$ cat config.mk
export PLATFORM = sky130hd
export DESIGN_NAME = vend_dispense_sequencer
export DESIGN_NICKNAME = d
export VERILOG_FILES = /design/src/rtl/vend_pkg.sv /design/src/rtl/vend_act_timer.sv /design/src/rtl/vend_dispense_sequencer.sv
export SDC_FILE = /design/constraint.sdc
export NUM_CORES = 1
export LEC_CHECK = 0
export BUFFER_PORTS_ARGS = -buffer_cell sky130_fd_sc_hd__buf_2
export CAP_MARGIN = 40
export CORE_UTILIZATION = 62
export CTS_BUF_LIST = sky130_fd_sc_hd__clkbuf_8
export DETAILED_ROUTE_END_ITERATION = 8
export PLACE_DENSITY = 0.95
export SYNTH_ARGS = -nofsm -noshare
export SYNTH_HDL_FRONTEND = slang
export SYNTH_SLANG_ARGS = --single-unit
$ cat constraint.sdc
create_clock -name clk -period 4.7 [get_ports clk]
set_clock_uncertainty 0.15 [all_clocks]
set_input_delay 0.235 -clock clk [delete_from_list [all_inputs] [get_ports clk]]
set_output_delay 0.235 -clock clk [all_outputs]
set_load 0.02 [all_outputs]
$ cat src/rtl/vend_pkg.sv
// Shared types and constants for the vending dispense sequencer.
package vend_pkg;

    localparam int NUM_SLOTS = 4;

    // Coin values expressed in 5-unit steps.
    localparam logic [2:0] COIN5  = 3'd1;
    localparam logic [2:0] COIN10 = 3'd2;

    typedef enum logic [2:0] {
        ST_IDLE,
        ST_CHECK,
        ST_FIRE_ITEM,
        ST_WAIT_ITEM,
        ST_FIRE_COIN,
        ST_WAIT_COIN,
        ST_REPORT
    } state_t;

    typedef enum logic [1:0] {
        STATUS_OK       = 2'd0,
        STATUS_NO_STOCK = 2'd1,
        STATUS_BAD_QTY  = 2'd2,
        STATUS_FAULT    = 2'd3
    } status_t;

    // Greedy coin choice: use the 10-unit hopper while at least two 5-unit steps remain.
    function automatic logic [2:0] coin_unit(input logic [2:0] change);
        return (change >= COIN10) ? COIN10 : COIN5;
    endfunction

endpackage

$ cat src/rtl/vend_act_timer.sv
// Shared actuator timer: one counter measures the fire pulse, then the acknowledge window.
module vend_act_timer #(
    parameter int PULSE_CYCLES   = 4,
    parameter int TIMEOUT_CYCLES = 1000
) (
    input  logic clk,
    input  logic reset,
    input  logic start,
    input  logic wait_phase,
    input  logic ack,
    output logic pulse_active,
    output logic timeout
);

    localparam int MAX_COUNT = (PULSE_CYCLES > TIMEOUT_CYCLES) ? PULSE_CYCLES : TIMEOUT_CYCLES;
    localparam int CNT_W     = $clog2(MAX_COUNT + 1);
    localparam logic [CNT_W-1:0] PULSE_LAST   = CNT_W'(PULSE_CYCLES - 1);
    localparam logic [CNT_W-1:0] TIMEOUT_LAST = CNT_W'(TIMEOUT_CYCLES - 1);

    logic [CNT_W-1:0] count;

    // Count pulse cycles, rearm at the end of the pulse so the wait phase starts from 0.
    // NOTE: sequential state uses non-blocking assignments so every flop samples pre-edge values.
    always_ff @(posedge clk) begin
        if (reset || start) begin
            count <= '0;
        end else if (wait_phase) begin
            count <= ack ? '0 : count + CNT_W'(1);
        end else if (count >= PULSE_LAST) begin
            count <= '0;
        end else begin
            count <= count + CNT_W'(1);
        end
    end

    // High while the fire pulse continues past the current cycle.
    assign pulse_active = !wait_phase && (count < PULSE_LAST);
    // Last cycle of the acknowledge window with no acknowledge seen.
    assign timeout      = wait_phase && !ack && (count == TIMEOUT_LAST);

endmodule

$ cat src/rtl/vend_dispense_sequencer.sv
// Dispense sequencer: validates a vend request against stock and fires motors, then
// coin hoppers, strictly one at a time, waiting for a mechanism acknowledge after each.
module vend_dispense_sequencer
    import vend_pkg::*;
#(
    parameter int PULSE_CYCLES   = 4,
    parameter int TIMEOUT_CYCLES = 1000,
    parameter int STOCK_W        = 6
) (
    input  logic                   clk,
    input  logic                   reset,
    input  logic                   req_valid,
    output logic                   req_ready,
    input  logic [1:0]             req_item,
    input  logic [1:0]             req_qty,
    input  logic [2:0]             req_change,
    input  logic                   load_en,
    input  logic [1:0]             load_item,
    input  logic [STOCK_W-1:0]     load_count,
    input  logic                   mech_done,
    output logic [3:0]             motor_fire,
    output logic                   coin5_fire,
    output logic                   coin10_fire,
    output logic                   done_valid,
    output logic [1:0]             done_status,
    output logic [4*STOCK_W-1:0]   stock
);

    state_t           state, next_state;
    status_t          status_q, status_next;
    logic             set_status;
    logic             start;
    logic [1:0]       item_q;
    logic [1:0]       qty_q;
    logic [2:0]       change_q;
    logic             wait_phase, pulse_active, timeout;
    logic             item_ack, coin_ack;
    logic [STOCK_W-1:0] stock_q [NUM_SLOTS];

    assign wait_phase = (state == ST_WAIT_ITEM) || (state == ST_WAIT_COIN);
    assign item_ack   = (state == ST_WAIT_ITEM) && mech_done;
    assign coin_ack   = (state == ST_WAIT_COIN) && mech_done;

    vend_act_timer #(
        .PULSE_CYCLES   (PULSE_CYCLES),
        .TIMEOUT_CYCLES (TIMEOUT_CYCLES)
    ) u_timer (
        .clk          (clk),
        .reset        (reset),
        .start        (start),
        .wait_phase   (wait_phase),
        .ack          (mech_done),
        .pulse_active (pulse_active),
        .timeout      (timeout)
    );

    // State register.
    always_ff @(posedge clk) begin
        if (reset) state <= ST_IDLE;
        else       state <= next_state;
    end

    // Latch the accepted request and track what is still owed to the customer.
    always_ff @(posedge clk) begin
        if (reset) begin
            item_q   <= '0;
            qty_q    <= '0;
            change_q <= '0;
            status_q <= STATUS_OK;
        end else begin
            if (state == ST_IDLE && req_valid) begin
                item_q   <= req_item;
                qty_q    <= req_qty;
                change_q <= req_change;
            end
            if (item_ack)   qty_q    <= qty_q - 2'd1;
            if (coin_ack)   change_q <= change_q - coin_unit(change_q);
            if (set_status) status_q <= status_next;
        end
    end

    // Per-slot stock: restock overrides a same-cycle decrement of the same slot.
    // NOTE: the stock array is held in flops and cleared on reset like any other architectural state.
    always_ff @(posedge clk) begin
        for (int i = 0; i < NUM_SLOTS; i++) begin
            if (reset) begin
                stock_q[i] <= '0;
            end else if (load_en && load_item == 2'(i)) begin
                stock_q[i] <= load_count;
            end else if (item_ack && item_q == 2'(i)) begin
                stock_q[i] <= stock_q[i] - STOCK_W'(1);
            end
        end
    end

    // Next-state logic, timer start and completion status selection.
    // NOTE: every always_comb output gets a default first so no path can infer a latch.
    always_comb begin
        next_state  = state;
        start       = 1'b0;
        set_status  = 1'b0;
        status_next = STATUS_OK;
        unique case (state)
            ST_IDLE: begin
                if (req_valid) next_state = ST_CHECK;
            end
            ST_CHECK: begin
                if (qty_q == 2'd0 || qty_q == 2'd3) begin
                    next_state  = ST_REPORT;
                    set_status  = 1'b1;
                    status_next = STATUS_BAD_QTY;
                end else if (stock_q[item_q] < STOCK_W'(qty_q)) begin
                    next_state  = ST_REPORT;
                    set_status  = 1'b1;
                    status_next = STATUS_NO_STOCK;
                end else begin
                    next_state = ST_FIRE_ITEM;
                    start      = 1'b1;
                end
            end
            ST_FIRE_ITEM: begin
                if (!pulse_active) next_state = ST_WAIT_ITEM;
            end
            ST_WAIT_ITEM: begin
                if (mech_done) begin
                    if (qty_q > 2'd1) begin
                        next_state = ST_FIRE_ITEM;
                        start      = 1'b1;
                    end else if (change_q != 3'd0) begin
                        next_state = ST_FIRE_COIN;
                        start      = 1'b1;
                    end else begin
                        next_state  = ST_REPORT;
                        set_status  = 1'b1;
                        status_next = STATUS_OK;
                    end
                end else if (timeout) begin
                    next_state  = ST_REPORT;
                    set_status  = 1'b1;
                    status_next = STATUS_FAULT;
                end
            end
            ST_FIRE_COIN: begin
                if (!pulse_active) next_state = ST_WAIT_COIN;
            end
            ST_WAIT_COIN: begin
                if (mech_done) begin
                    if (change_q == coin_unit(change_q)) begin
                        next_state  = ST_REPORT;
                        set_status  = 1'b1;
                        status_next = STATUS_OK;
                    end else begin
                        next_state = ST_FIRE_COIN;
                        start      = 1'b1;
                    end
                end else if (timeout) begin
                    next_state  = ST_REPORT;
                    set_status  = 1'b1;
                    status_next = STATUS_FAULT;
                end
            end
            ST_REPORT: begin
                next_state = ST_IDLE;
            end
            default: begin
                next_state = ST_IDLE;
            end
        endcase
    end

    // Moore outputs: only one actuator can be driven because only one FIRE state is active.
    always_comb begin
        req_ready   = (state == ST_IDLE);
        motor_fire  = '0;
        coin5_fire  = 1'b0;
        coin10_fire = 1'b0;
        done_valid  = (state == ST_REPORT);
        done_status = 2'd0;
        if (state == ST_FIRE_ITEM) motor_fire[item_q] = 1'b1;
        if (state == ST_FIRE_COIN) begin
            if (coin_unit(change_q) == COIN10) coin10_fire = 1'b1;
            else                               coin5_fire  = 1'b1;
        end
        if (state == ST_REPORT) done_status = status_q;
    end

    // Pack the stock counters, slot 0 in the LSBs.
    always_comb begin
        stock = '0;
        for (int i = 0; i < NUM_SLOTS; i++) stock[i*STOCK_W +: STOCK_W] = stock_q[i];
    end

endmodule
* Word-level counts from Yosys, hierarchy flattened
Memories as Yosys holds them, arrays and structs flattened. A register that Yosys moved wholly into a read port is not among the register bits.
Cells that the tools add are included.
** Storage, ports and cells
- RAM bits :: 24
- Input bits :: 20
- Word-level logic and storage cells :: 167
- Register bits after elaboration :: 22
- Output and inout bits :: 34
- Memories :: 1
** Cells by class
- Bitwise gates (word level) :: 8
- Muxes and demuxes :: 90
- Magnitude comparators :: 7
- Equal/unequal tests :: 19
- Add/sub/neg operators :: 7
- Reductions and logical operators :: 29
** Memory list
- stock_q :: words 4, bits a word 6, read ports 5, clocked after memory_dff 1, write ports 4, RTL line vend_dispense_sequencer.sv:38 : logic [STOCK_W-1:0] stock_q [NUM_SLOTS];
** Operators with widths (count)
- 1-bit two-way mux :: 51
- 6-bit two-way mux :: 8
- 3-bit two-way mux :: 11
- 10-bit two-way mux :: 3
- 6-bit by 1-bit subtractor with 6-bit output (second input constant) :: 4
- 2-bit two-way mux :: 11
- 3-bit case mux with 6 select lines :: 1
- 1-bit logical AND :: 15
- 2-bit == test (second input constant) :: 6
- 10-bit by 1-bit adder with 10-bit output (second input constant) :: 1
- 10-bit == test (second input constant) :: 1
- 10-bit by 2-bit greater-or-equal comparator with 1-bit output (second input constant) :: 1
- 10-bit by 2-bit less-than comparator with 1-bit output (second input constant) :: 1
- 3-bit == test (second input constant) :: 3
- 1-bit bitwise OR :: 8
- 3-bit by 2-bit == test with 1-bit output (second input constant) :: 2
- 2-bit zero test :: 3
- 6-bit by 2-bit less-than comparator with 1-bit output :: 1
- 2-bit inequality test (second input constant) :: 3
- 1-bit case mux with 3 select lines :: 2
- 2-bit by 1-bit == test with 1-bit output (second input constant) :: 2
- 4-bit two-way mux :: 1
- 2-bit case mux with 2 select lines :: 1
- 2-bit nonzero test :: 2
- 15 further kinds :: 18

* Logic depth before layout (Yosys ltp)
- Depth in word-level cells :: 8
- Gate-level depth with buffers :: 7
- Mapped depth without buffers :: 7

* Hierarchy
From an unflattened synthesis, not the netlist that was laid out.
** Second synthesis, totals
- Cells, all modules :: 345
- Area, all modules :: 2960.3 um^2
** By module, submodules not included
- vend_dispense_sequencer :: times used 1, area each 2471.1 um^2, cells each 292, sequential area each 1001.0 um^2
- vend_act_timer :: times used 1, area each 489.2 um^2, cells each 53, sequential area each 200.2 um^2

* Worst setup path after synthesis
OpenSTA, ideal clock, no wires.
- Path kind :: reg2reg
- Start :: memory stock_q[3][1]
- End :: register status_q[1]
- Arrival :: 2.259 ns
- Period minus slack after synthesis :: 2.526 ns
- Path slack :: 2.174 ns
- Data required time :: 4.434 ns
- Setup time :: 0.116 ns
- Cell stages (with the launch flop) :: 8
- Buffers on the path :: 0
- Cells stage by stage :: edfxtp_1 -> mux4_2 -> ha_1 -> nor4b_1 -> a21oi_1 -> a221oi_4 -> nand2_1 -> a41o_1
** RTL lines
- start: declaration :: RTL line vend_dispense_sequencer.sv:38
- end signal: assignment :: RTL line vend_dispense_sequencer.sv:78 : if (set_status) status_q <= status_next;
- end: declaration :: RTL line vend_dispense_sequencer.sv:30 : status_t status_q, status_next;

==> flow_summary.json <==
{
  "htreeDepth": 2,
  "die-area_um2": 4854,
  "fin_crit_sh_pct": 57.61,
  "grt_pass1_vias": 2371,
  "synth_flop_cell": "edfxtp_1",
  "start_kind": "register",
  "yosysUniqueCellTypes": 50,
  "max_stage_delay_ns": 0.54,
  "relSlewSlack_pct": 38.53,
  "tightest_slew_ns": 0.9124,
  "numCtsBuffers": 5,
  "finalWorstSetupSlack_ns": 1.993,
  "row_count": 24,
  "n_antenna_cell": 0,
  "die_h_um": 69.67,
  "start_util_pct": 64.75,
  "nNetsFinal": 402,
  "dr.pass1.iters": 5,
  "ir_worst_vdd_mv": 0.2726,
  "synthArstFlopShare_pct": 0,
  "path_max_fanout": 6,
  "crit_path_end_kind": "register",
  "cts_setup_buffers": 0,
  "mostFrequentLayoutCells": "nand2_1 (53), buf_2 (53), nor2_1 (34), o21ai_0 (31)",
  "dr_total_vias": 2639,
  "cts_resized": 0,
  "drive_gt1_share_pct": 18.50,
  "slew_viol_final": 0,
  "p_leak_nw": 1.275,
  "synth-seq-cells": 48,
  "port_buffers": 53,
  "synthToLayoutAreaGrowth_pct": 13.13,
  "gr-usage-all-layers_pct": 29.85,
  "dpl_worst_slack_ns": 2.067,
  "ant_nets": 0,
  "crit_slowest_cell": "mux4_2",
  "drv_cap": 0,
  "intPower_uw": 838.9,
  "syn_area_per_cell_um2": 8.762,
  "clock-sinks": 48,
  "routabilityCongestion": 0.9304,
  "critical_path_arrival_ns": 2.76,
  "status": "complete, no violations",
  "finalHoldViolations": 0,
  "holdCritPathClass": "in2reg",
  "fin_area_um2": 3212,
  "clock_path_buffers": 2,
  "grt_max_degree": 18,
  "clock.fmax_ghz": 0.3693,
  "ys.warnings.count": 0,
  "ioPinCount": 54,
  "core_area_um2": 4384,
  "wire_per_inst_um": 16.41,
  "setup_violations": 0,
  "remaining_drc_errors": 0,
  "via_per_inst": 6.209,
  "postSynthCellCount": 324,
  "syn_area_um2": 2839,
  "antenna_found_initial": 0,
  "grt_pass1_wl_mm": 11.41,
  "hpwl_mm": 5.058,
  "combPwrFrac_pct": 34.2,
  "dpl-instance-area_um2": 3104,
  "pwr-share-seq_pct": 44.1,
  "required_ns": 4.75,
  "synth_edf_count": 24,
  "drt_iter0_drc": 273,
  "routed_wl_mm": 6.975,
  "die_w_um": 69.67,
  "clk_root_buffer_cell": "clkbuf_8",
  "hold_buffers": 0,
  "cts_tree": "built",
  "path_class": "reg2reg",
  "grt_overflow": 0,
  "swShare_pct": 38.67,
  "ys_seq_area_share_pct": 42.31,
  "crit_chain": "mux4_2, ha_1, nor4b_1, a21oi_1, a221oi_4, nand2_1, a41o_1",
  "p_clk_share_pct": 21.7,
  "fillers": 324,
  "clk_latency_ns": 0.30,
  "rsz0062_at_grt": "false",
  "finalSetupTns_ns": 0,
  "powerDensity_nw_per_um2": 425.9,
  "min_period_ns": 2.708,
  "switchingPower_uw": 529.0,
  "synth_nets": 354,
  "path_clk_slew_ns": 0.09
}
## critical path: cells and delay by family, from the launching register on
kind | cells | cell delay (ns)
muxes | 1 | 0.54
DFF | 1 | 0.47
AOI/OAI and AO/OA | 3 | 0.79
adders and majority gates | 1 | 0.23
and+or+nand+nor | 2 | 0.42
## final cells by class
type | count | area [µm²] | area share (%)
Sequential cell | 48 | 1201 | 37.40
Clock inverter | 3 | 38.79 | 1.208
Tap cell | 52 | 65.06 | 2.026
Inverter | 20 | 75.07 | 2.337
Multi-Input combinational cell | 244 | 1498 | 46.63
Clock buffer | 5 | 68.82 | 2.143
Timing Repair Buffer | 53 | 265.3 | 8.259
## stage by stage
step / hold slack (ns) / cells / util, % / power [mW]
final: 0.05785 / 425 / 73.26 / 1.368
after global routing: 0.05899 / 425 / 73.26 / 1.448
after CTS: 0.05793 / 425 / 73.26 / 1.360
after detailed placement: 0.3123 / 417 / 70.80 / 1.067
after global placement: 0.3107 / 417 / 70.80 / 1.045
after floorplan: 0.2465 / 324 / - / 0.9544
## per-layer routing
layer,wire [µm],global-route usage [%]
met1,2914,40.65
met4,218,12.22
met2,3256,47.14
met3,586,5.523
met5,0,0
## synth_stat cells (4+ instances only)
cell type | count | area, µm²
nand2_1 | 53 | 198.9
nor2_1 | 34 | 127.6
o21ai_0 | 31 | 155.2
dfxtp_1 | 24 | 480.5
edfxtp_1 | 24 | 720.7
inv_1 | 20 | 75.07
nor3_1 | 15 | 75.07
nand3_1 | 13 | 65.06
xor2_1 | 13 | 113.9
xnor2_1 | 12 | 105.1
ha_1 | 9 | 112.6
a31oi_1 | 8 | 50.05
clkbuf_1 | 7 | 26.28
nand4_1 | 6 | 37.54
a21oi_1 | 5 | 25.02
a211oi_1 | 4 | 30.03
## flip-flops by register name, summed over array words and instances (netlist names), named ones only
register	count
status_q	2
stock_q	24
item_q	2
state	3
qty_q	2
change_q	3
u_timer.count	10
## power groups by stage
stage	clock [mW]	combinational [mW]	sequential, mW
3_5_place_dp	0	0.458	0.609
5_1_grt	0.313	0.518	0.617
4_1_cts	0.296	0.465	0.599
6_report	0.297	0.468	0.603
2_1_floorplan	0	0.383	0.571
3_3_place_gp	0	0.441	0.605
## cells by family after synthesis
kind of cell	after synthesis	share of synthesized area (%)
simple gates	144	23.93
compound gates	61	14.15
flops	48	42.31
buf+inv	32	4.936
xor+xnor	25	7.713
fa+ha+maj	11	5.024
mux	3	1.939
## worst paths after layout
kind	start	to	slack [ns]	depth (start not counted)
hold reg to reg	u_timer.count[0]	u_timer.count[0]	0.33	1
setup / recovery	register	status_q[1]	1.99	7
hold / removal	req_change[2]	change_q[2]	0.06	3
setup reg to reg	register	status_q[1]	1.99	7
Power figures use the tool's default switching activity.
